<file path="config.mk">
export PLATFORM = sky130hd
export DESIGN_NAME = conv_window_fetch
export DESIGN_NICKNAME = d
export VERILOG_FILES = /design/src/rtl/conv_window_fetch.sv
export SDC_FILE = /design/constraint.sdc
export NUM_CORES = 1
export LEC_CHECK = 0
export ABC_AREA = 1
export CELL_PAD_IN_SITES_DETAIL_PLACEMENT = 0
export CELL_PAD_IN_SITES_GLOBAL_PLACEMENT = 2
export CORE_MARGIN = 1.5
export CORE_UTILIZATION = 30
export CTS_CLUSTER_SIZE = 16
export DETAILED_ROUTE_END_ITERATION = 16
export PLACE_DENSITY = 0.8
export SLEW_MARGIN = 5
export SYNTH_ARGS = -nofsm -noshare
export SYNTH_HDL_FRONTEND = slang
export SYNTH_SLANG_ARGS = --single-unit
</file>
<file path="constraint.sdc">
create_clock -name clk -period 5.3 [get_ports clk]
set_input_delay 0.795 -clock clk [delete_from_list [all_inputs] [get_ports clk]]
set_output_delay 0.795 -clock clk [all_outputs]
set_load 0.005 [all_outputs]
</file>
<file path="src/rtl/conv_window_fetch.sv">
// conv_window_fetch: walks an IMG_W x IMG_H frame in raster order and, for
// every output position, reads its 3x3 neighbourhood from a dual-port SRAM
// (two taps per cycle), then offers the assembled window over valid/ready.
// Both SRAM ports are used read-only; write enables stay inactive (high).
// Build option: define BORDER_REPLICATE_EN to clamp out-of-frame taps to the
// nearest edge pixel; by default such taps are zero and no read is issued.
module conv_window_fetch #(
    parameter int IMG_W     = 256,
    parameter int IMG_H     = 256,
    parameter int ADDR_W    = 16,
    parameter int DATA_W    = 8,
    parameter int BASE_ADDR = 0
) (
    input  logic                clk,
    input  logic                rst_n,
    input  logic                start,
    output logic                busy,
    output logic                done,
    output logic                sram_ena,
    output logic                sram_enb,
    output logic                sram_wena,
    output logic                sram_wenb,
    output logic [ADDR_W-1:0]   sram_addra,
    output logic [ADDR_W-1:0]   sram_addrb,
    input  logic [DATA_W-1:0]   sram_qa,
    input  logic [DATA_W-1:0]   sram_qb,
    output logic                win_valid,
    input  logic                win_ready,
    output logic [9*DATA_W-1:0] win_data,
    output logic [15:0]         win_row,
    output logic [15:0]         win_col
);

    localparam logic [15:0] LAST_COL = 16'(IMG_W - 1);
    localparam logic [15:0] LAST_ROW = 16'(IMG_H - 1);

    typedef enum logic [2:0] {
        S_IDLE  = 3'd0,
        S_FETCH = 3'd1,
        S_LAST  = 3'd2,
        S_OUT   = 3'd3,
        S_DONE  = 3'd4
    } state_t;

    // Row of tap k around centre row r, clamped so it never leaves the frame.
    function automatic logic [15:0] tap_row(input logic [15:0] r, input logic [3:0] k);
        logic [15:0] t;
        case (k)
            4'd0, 4'd1, 4'd2: t = (r == 16'd0) ? r : r - 16'd1;
            4'd6, 4'd7, 4'd8: t = (r == LAST_ROW) ? r : r + 16'd1;
            default:          t = r;
        endcase
        return t;
    endfunction

    // Column of tap k around centre column c, clamped to the frame.
    function automatic logic [15:0] tap_col(input logic [15:0] c, input logic [3:0] k);
        logic [15:0] t;
        case (k)
            4'd0, 4'd3, 4'd6: t = (c == 16'd0) ? c : c - 16'd1;
            4'd2, 4'd5, 4'd8: t = (c == LAST_COL) ? c : c + 16'd1;
            default:          t = c;
        endcase
        return t;
    endfunction

    // True when tap k of centre (r,c) lies inside the frame.
    function automatic logic tap_inb(input logic [15:0] r, input logic [15:0] c,
                                     input logic [3:0] k);
        logic row_ok;
        logic col_ok;
        case (k)
            4'd0, 4'd1, 4'd2: row_ok = (r != 16'd0);
            4'd6, 4'd7, 4'd8: row_ok = (r != LAST_ROW);
            default:          row_ok = 1'b1;
        endcase
        case (k)
            4'd0, 4'd3, 4'd6: col_ok = (c != 16'd0);
            4'd2, 4'd5, 4'd8: col_ok = (c != LAST_COL);
            default:          col_ok = 1'b1;
        endcase
        return row_ok & col_ok;
    endfunction

    // Whether a read is issued for tap k (always, when replicating edges).
    function automatic logic tap_en(input logic [15:0] r, input logic [15:0] c,
                                    input logic [3:0] k);
`ifdef BORDER_REPLICATE_EN
        return 1'b1 | tap_inb(r, c, k);
`else
        return tap_inb(r, c, k);
`endif
    endfunction

    // Linear SRAM address of tap k; coordinates are clamped so no negative wrap occurs.
    function automatic logic [ADDR_W-1:0] tap_addr(input logic [15:0] r, input logic [15:0] c,
                                                   input logic [3:0] k);
        logic [31:0] lin;
        lin = 32'(tap_row(r, k)) * 32'(IMG_W) + 32'(tap_col(c, k)) + 32'(BASE_ADDR);
        return lin[ADDR_W-1:0];
    endfunction

    state_t               state_r, state_nx;
    logic [2:0]           cnt_r, cnt_nx;
    logic [15:0]          row_r, row_nx;
    logic [15:0]          col_r, col_nx;

    logic                 busy_r, done_r, win_valid_r;
    logic                 sram_ena_r, sram_enb_r;
    logic [ADDR_W-1:0]    sram_addra_r, sram_addrb_r;
    logic [9*DATA_W-1:0]  win_data_r, win_nx_s;

    logic                 cap_vld_r, cap_a_r, cap_b_r;
    logic [2:0]           cap_cnt_r;
    logic [3:0]           cap_ka_s, cap_kb_s;
    logic [DATA_W-1:0]    a_val_s, b_val_s;

    logic [3:0]           ka_s, kb_s;
    logic                 ena_nx_s, enb_nx_s;
    logic [ADDR_W-1:0]    addra_nx_s, addrb_nx_s;

    // Next-state, fetch-cycle counter and raster position.
    always_comb begin
        state_nx = state_r;
        cnt_nx   = cnt_r;
        row_nx   = row_r;
        col_nx   = col_r;
        case (state_r)
            S_IDLE: begin
                if (start) begin
                    state_nx = S_FETCH;
                    cnt_nx   = 3'd0;
                    row_nx   = 16'd0;
                    col_nx   = 16'd0;
                end else begin
                    state_nx = S_IDLE;
                end
            end
            S_FETCH: begin
                if (cnt_r == 3'd4) begin
                    state_nx = S_LAST;
                    cnt_nx   = 3'd0;
                end else begin
                    cnt_nx   = cnt_r + 3'd1;
                end
            end
            S_LAST: begin
                state_nx = S_OUT;
            end
            S_OUT: begin
                if (win_ready) begin
                    if ((row_r == LAST_ROW) && (col_r == LAST_COL)) begin
                        state_nx = S_DONE;
                    end else begin
                        state_nx = S_FETCH;
                        cnt_nx   = 3'd0;
                        if (col_r == LAST_COL) begin
                            col_nx = 16'd0;
                            row_nx = row_r + 16'd1;
                        end else begin
                            col_nx = col_r + 16'd1;
                        end
                    end
                end else begin
                    state_nx = S_OUT;
                end
            end
            S_DONE: begin
                state_nx = S_IDLE;
            end
            default: begin
                state_nx = S_IDLE;
            end
        endcase
    end

    // Read requests for the next cycle: port A takes tap 2c, port B tap 2c+1.
    always_comb begin
        ka_s       = {cnt_nx, 1'b0};
        kb_s       = ka_s + 4'd1;
        ena_nx_s   = (state_nx == S_FETCH) && tap_en(row_nx, col_nx, ka_s);
        enb_nx_s   = (state_nx == S_FETCH) && (cnt_nx != 3'd4) && tap_en(row_nx, col_nx, kb_s);
        addra_nx_s = ena_nx_s ? tap_addr(row_nx, col_nx, ka_s) : {ADDR_W{1'b0}};
        addrb_nx_s = enb_nx_s ? tap_addr(row_nx, col_nx, kb_s) : {ADDR_W{1'b0}};
    end

    // Window register update: drop returning read data into its tap slot.
    always_comb begin
        cap_ka_s = {cap_cnt_r, 1'b0};
        cap_kb_s = cap_ka_s + 4'd1;
        a_val_s  = cap_a_r ? sram_qa : {DATA_W{1'b0}};
        b_val_s  = cap_b_r ? sram_qb : {DATA_W{1'b0}};
        win_nx_s = win_data_r;
        for (int k = 0; k < 9; k++) begin
            win_nx_s[DATA_W*k +: DATA_W] =
                (cap_vld_r && (4'(k) == cap_ka_s)) ? a_val_s :
                ((cap_vld_r && (cap_cnt_r != 3'd4) && (4'(k) == cap_kb_s)) ? b_val_s :
                 win_data_r[DATA_W*k +: DATA_W]);
        end
    end

    // State, position, registered outputs and read-return bookkeeping.
    always_ff @(posedge clk or negedge rst_n) begin
        if (!rst_n) begin
            state_r      <= S_IDLE;
            cnt_r        <= 3'd0;
            row_r        <= 16'd0;
            col_r        <= 16'd0;
            busy_r       <= 1'b0;
            done_r       <= 1'b0;
            win_valid_r  <= 1'b0;
            sram_ena_r   <= 1'b0;
            sram_enb_r   <= 1'b0;
            sram_addra_r <= {ADDR_W{1'b0}};
            sram_addrb_r <= {ADDR_W{1'b0}};
            cap_vld_r    <= 1'b0;
            cap_cnt_r    <= 3'd0;
            cap_a_r      <= 1'b0;
            cap_b_r      <= 1'b0;
            win_data_r   <= {(9*DATA_W){1'b0}};
        end else begin
            state_r      <= state_nx;
            cnt_r        <= cnt_nx;
            row_r        <= row_nx;
            col_r        <= col_nx;
            busy_r       <= (state_nx == S_FETCH) || (state_nx == S_LAST) || (state_nx == S_OUT);
            done_r       <= (state_nx == S_DONE);
            win_valid_r  <= (state_nx == S_OUT);
            sram_ena_r   <= ena_nx_s;
            sram_enb_r   <= enb_nx_s;
            sram_addra_r <= addra_nx_s;
            sram_addrb_r <= addrb_nx_s;
            cap_vld_r    <= (state_r == S_FETCH);
            cap_cnt_r    <= cnt_r;
            cap_a_r      <= sram_ena_r;
            cap_b_r      <= sram_enb_r;
            win_data_r   <= win_nx_s;
        end
    end

    assign busy       = busy_r;
    assign done       = done_r;
    assign win_valid  = win_valid_r;
    assign sram_ena   = sram_ena_r;
    assign sram_enb   = sram_enb_r;
    assign sram_wena  = 1'b1;
    assign sram_wenb  = 1'b1;
    assign sram_addra = sram_addra_r;
    assign sram_addrb = sram_addrb_r;
    assign win_data   = win_data_r;
    assign win_row    = row_r;
    assign win_col    = col_r;

endmodule
</file>
Word-level counts from Yosys, hierarchy flattened --
Cells that the tools add are included.
Word-level totals: register bits after elaboration 153, input bits 20
Cells by class: eq/ne operators 38, bitwise logic cells 2, $add $sub $neg 11, muxes and demuxes 46, reductions and logical operators 43
Operators by type and width (count):
- $mux W16 | 12
- $pmux W16 S2 | 4
- $mux W8 | 14
- $eq A16 B8 Y1 const B | 4
- $add A16 B1 Y16 const B | 3
- $add A16 B16 Y16 | 2
- $logic_not A16 Y1 | 2
- $ne A16 B8 Y1 const B | 2
- $pmux W8 S2 | 2
- $reduce_bool A16 Y1 | 2
- $mux W3 | 7
- $logic_and A1 B1 Y1 | 19
- $eq A3 B4 Y1 const A | 4
- $sub A16 B1 Y16 const B | 1
- $eq A3 B2 Y1 const B | 5
- $eq A4 B3 Y1 const B | 3
- $pmux W3 S4 | 1
- $reduce_or A3 Y1 | 4
- $reduce_bool A2 Y1 | 5
- $eq A3 B1 Y1 const B | 3
- $eq A3 B3 Y1 const B | 3
- $logic_not A3 Y1 | 3
- $pmux W3 S3 | 1
- $add A4 B1 Y4 const B | 2
- 19 further kinds | 32

Depth between registers and ports, before layout --
depth in word-level cells 12, depth in mapped cells 43

Worst setup path after synthesis --
No wires, ideal clock.
kind input -> register, from input port start, to register sram_addrb_r[15] (netlist: sram_addrb[15]), stages on the path 37, data arrival time 4376 ps, library setup time 119 ps, setup slack 805 ps, cell sequence inv_1 > nand3_2 > nand2_2 > inv_2 > nand3_1 > o21ai_1 > inv_1 > ha_1 > inv_1 > nor2_1 > nand3_2 > nor2_4 > inv_2 > nor2_2 > xor2_1 > inv_1 > nand2_1 > a31oi_1 > ha_1 > a21oi_1 > inv_1 > a31oi_1 > inv_1 > nand2_1 > inv_1 > nor2_1 > nor2_1 > nor2_1 > inv_1 > nand2_1 > a21oi_1 > nor2_1 > inv_1 > nand3_1 > nand3_1 > nand2_1 > nor2_1
RTL lines:
- from (decl) | RTL line 16 | input logic start,
- $mux W16 * | RTL line 130 | if (start) begin
- $pmux W16 S2 * | RTL line 128 | case (state_r)
- named net col_nx[0] | RTL line 106 | logic [15:0] col_r, col_nx;
- $add A16 B1 Y16 (tied with other cells) | RTL line 61 | 4'd2, 4'd5, 4'd8: t = (c == LAST_COL) ? c : c + 16'd1;
- $mux W16 (tied with other cells) | RTL line 61
- $pmux W16 S2 or $and A1 B1 Y1 (tied branches) | RTL line 59, 82
- $add A16 B16 Y16 or $logic_and A1 B1 Y1 (tied branches) | RTL line 99, 182
- $mux W16 * | RTL line 184 | addrb_nx_s = enb_nx_s ? tap_addr(row_nx, col_nx, kb_s) : {ADDR_W{1'b0}};
- named net addrb_nx_s[15] | RTL line 120 | logic [ADDR_W-1:0] addra_nx_s, addrb_nx_s;
- to (signal assigned) | RTL line 215 | sram_addrb_r <= {ADDR_W{1'b0}};
- to (signal assigned) | RTL line 232 | sram_addrb_r <= addrb_nx_s;
- to (decl) | RTL line 110 | logic [ADDR_W-1:0] sram_addra_r, sram_addrb_r;
The timed path passes the listed nets; every way through them passes the cells marked *. A chain may end at the register's enable or synchronous reset.

Worst setup path in the final report --
from register col_r[0] (netlist: win_col[0]), to register sram_addrb_r[15] (netlist: sram_addrb[15])
RTL lines:
- from (decl) | RTL line 106
- from (signal assigned) | RTL line 225 | col_r <= col_nx;
- $add A16 B1 Y16 or $eq A16 B8 Y1 (tied branches) | RTL line 161, 152, 157
- $mux W16 or $logic_and A1 B1 Y1 (tied branches) | RTL line 157, 152
- $mux W16 * | RTL line 152 | if ((row_r == LAST_ROW) && (col_r == LAST_COL)) begin
- $mux W16 * | RTL line 151 | if (win_ready) begin
- $pmux W16 S2 * | RTL line 128
- named net col_nx[1] | RTL line 106
- $add A16 B1 Y16 (tied with other cells) | RTL line 61
- $mux W16 (tied with other cells) | RTL line 61
- $pmux W16 S2 or $and A1 B1 Y1 (tied branches) | RTL line 59, 82
- $add A16 B16 Y16 or $logic_and A1 B1 Y1 (tied branches) | RTL line 99, 182
- $mux W16 * | RTL line 184
- named net addrb_nx_s[15] | RTL line 120
Marks and branches as above.

==> summary.md <==
| Metric | Value |
|---|---|
| Sequential Power Share | `17.8%` |
| DRT Pass-1 Iters | `5` |
| TNS Setup | `0 ns` |
| DIE AREA | `33300 µm²` |
| GP Congestion | `between 0.9 and 1` |
| Worst-Margin Slew | `1.05 ns` |
| Area after DPL | `12000 µm²` |
| Routed WL per cell | `17.5 µm` |
| Number of port buffers | `160` |
| Max Slew Vio Count | `0` |
| Cell type of the slowest stage on the worst timing path | `dfrtp_1` |
| FF+latch count, synth | `153` |
| Setup Skew | `0.0130 ns` |
| Sw Ratio | `between 50 and 60%` |
| NumNets Final | `about 1600` |
| Slew HR | `a little under a third` |
| Core ar. | `~32000 µm²` |
| Initial antenna violation count | `0` |
| Clock sink count | `153` |
| EDFF count, synth | `0` |
| Post-Synthesis Cells | `1354` |
| Seq/Total Area, Yosys | `39.6%` |
| Largest net degree at the start of global routing | `87` |
| Row count | `65` |
| Vias | `9688` |
| Global route overflow | `0` |
| Outcome | `finished clean` |
| Clock network power share | `12.6%` |
| Footprint of the multi-input gates | `5140 µm²` |
| Switching power total | `5.48 mW` |
| Yosys warns | `0` |
| FMAX | `around 210 MHz` |
| Worst setup EP type | `flip-flop` |
| Die height | `183 µm` |
| Hold WC Path Type | `flip-flop to flip-flop` |
| # IOs | `roughly 160` |
| Critical Path Start Type | `flip-flop` |
| Register area | `approximately 3800 µm²` |
| VDD IR max | `0.000529 V` |
| TritonCTS clock tree | `done` |
| Most frequent CP cell | `inv_1` |
| CTS max path bufs | `2` |
| Design Area, Final | `12700 µm²` |
| Drt drc | `0` |
| Drt first-iter violations | `707` |
| Vias per inst | `4.90` |
| Antenna-violating nets left | `0` |
| Worst-Skew Late Latency | `0.44 ns` |
| Post-Syn Area per Cell | `7.15 µm²` |
| Final setup margin | `0.563 ns` |
| Primary FF master, synth | `dfrtp_1` |
| # fillers | `3321` |
| PwrDens | `828 nW/µm²` |
| Initial Util | `30.6%` |
| Area grow syn2layout | `31.7%` |
| Synthesized cell area | `9680 µm²` |
| Fin crit period | `4.74 ns` |
| Async SR Flop Fraction | `100%` |
| Number of global-route vias before repair | `9579` |
| Final wirelength | `34600 µm` |
| Post-CTS Hold Fix Bufs | `0` |
| Fin. Hold Viols | `0` |
| Area leader, netlist | `dfrtp_1` |
| Worst Path Required | `5.63 ns` |
| Worst-path clk slew | `0.06 ns` |
| Final Setup Violations | `0` |
| Htree depth | `4` |
| Top cell type's share of synthesized area | `39.6%` |
| Critical path arrival | `5.06 ns` |
| Internal power | `~5.1 mW` |
| Combinational fraction of design power | `69.7%` |
| TritonCTS Buffers | `17` |
| CP peak stage delay | `0.38 ns` |
| Inst Count DP | `1937` |
| Number of max-cap violations | `0` |
| Total Routing Usage GR | `a little over a fifth` |
| Die width | `approximately 180 µm` |
| Post-Layout Cell Count | `1976` |
| Critical path type | `flip-flop to flip-flop` |
| CTS root buf | `clkbuf_16` |
| Layout cells sized above 1 | `about 13%` |
| Pleak | `6.00 nW` |
| ANT cells | `0` |
| Hold_ws | `0.383 ns` |
| Detailed Place HPWL | `26300 µm` |
| First-pass GRT wire length | `54600 µm` |
| Top cells by area, synth | `dfrtp_1 (40%), nand2_1 (14%), nor2_1 (7.4%)` |
| Worst slack, placed | `a little under 0.07 ns` |
| Synth unique cells | `just over 50` |
| Largest fanout on the critical path | `7` |
| Fin crit share | `89.4%` |
-- metrics by stage --
stage	util (%)	total power [mW]
2_1_floorplan	-	6.44
3_3_place_gp	38.0	9.28
3_5_place_dp	38.0	9.23
4_1_cts	40.0	10.6
5_1_grt	40.3	11.6
6_report	40.3	10.6
-- layout by cell type, fill, tap and decap left out, types with 10 or more instances in the layout --
master / n
inv_1: 113
buf_4: 65
nand2_2: 21
xor2_1: 24
nand2_1: 371
nand3_1: 104
inv_2: 26
clkbuf_16: 17
dfrtp_1: 147
clkdlybuf4s50_1: 159
nor3_1: 11
nand4_1: 27
a21oi_1: 47
o21ai_1: 10
nor2_1: 191
o22ai_1: 11
o21ai_0: 88
nor2_2: 10
ha_1: 22
-- critical path, delay by kind of cell (launching register included) --
family / cells / cell delay, ns
adders and majority gates: 3 / 0.76
xor gates and xnor gates: 1 / 0.17
AOI/OAI and AO/OA: 5 / 0.58
buffers and inverters: 11 / 0.77
DFF: 1 / 0.38
and+or+nand+nor: 19 / 1.94
-- cells in the mapped netlist, types with 4 or more instances --
library cell	n
o21ai_1	9
nor2_2	9
inv_2	25
nor3_1	12
nand4_1	27
o211ai_1	7
nor3_2	5
nand3_2	8
nor2_4	7
buf_2	7
o31ai_1	4
xnor2_1	4
ha_1	23
clkbuf_1	20
nand2_2	21
a22oi_1	5
o22ai_1	11
dfrtp_1	153
nand2_4	4
nand3_1	104
nor2_1	192
buf_6	4
a31oi_1	6
xor2_1	24
inv_1	113
nand2_1	371
o21ai_0	89
a21oi_1	47
buf_4	5
-- cells by family after synthesis --
kind of cell	synth area share, %
flip-flops	39.6
other	0.0388
buffers and inverters	7.58
AND/OR/NAND/NOR	35.2
adder cells (fa/ha/maj)	3.39
XOR/XNOR	2.53
AO/OA/AOI/OAI	11.7
-- state kept, by name, indices dropped and copies added (netlist names) --
signal	flops
busy	1
cap_a_r	1
cap_b_r	1
cap_cnt_r	3
cap_vld_r	1
cnt_r	3
done	1
sram_addra	16
sram_addrb	16
sram_ena	1
sram_enb	1
state_r	3
win_col	16
win_data	72
win_row	16
win_valid	1
-- cell type report --
cell class,instances,area share (%)
Timing Repair Buffer,226,16.6
Tap cell,402,3.95
Clock buffer,19,3.40
Clock inverter,12,1.49
Inverter,141,4.15
Sequential cell,153,30.1
Multi-Input combinational cell,1023,40.4
-- layer usage --
| metal | global-route usage (%) | part of all wire [%] | vias to the layer above |
|---|---|---|---|
| met2 | 35.2 | 47 | 264 |
| met3 | 3.65 | 4.9 | 35 |
| li1 | - | - | 4814 |
| met5 | 0 | 0 | - |
| met4 | 6.21 | 1.6 | 0 |
| met1 | 28.6 | 47 | 4575 |
-- final timing paths --
kind	cells after the start	to	slack, ns	from
setup / recovery	39	sram_addrb[15]	0.56	win_col[0]
hold / removal	0	cap_b_r	0.38	sram_enb
setup reg to reg	39	sram_addrb[15]	0.56	win_col[0]
hold reg to reg	0	cap_b_r	0.38	sram_enb
max in group asynchronous	2	win_data[45]	3.84	rst_n
min in group asynchronous	1	win_data[49]	0.40	rst_n
-- timing repair --
action                                  in CTS  in global routing
resized for setup                            0                 12
endpoints found under the setup margin       0                  4
buffers inserted                             0                  7
endpoints found under the hold margin        0                  0
-- power groups by stage --
stage / registers, mW / logic [mW] / clock network (mW)
floorplan: 1.85 / 4.60 / 0
global placement: 1.89 / 7.39 / 0
detailed placement: 1.90 / 7.34 / 0
CTS: 1.88 / 7.38 / 1.37
global route: 1.93 / 8.26 / 1.42
finish: 1.88 / 7.35 / 1.33
Power figures use the tool's default switching activity.
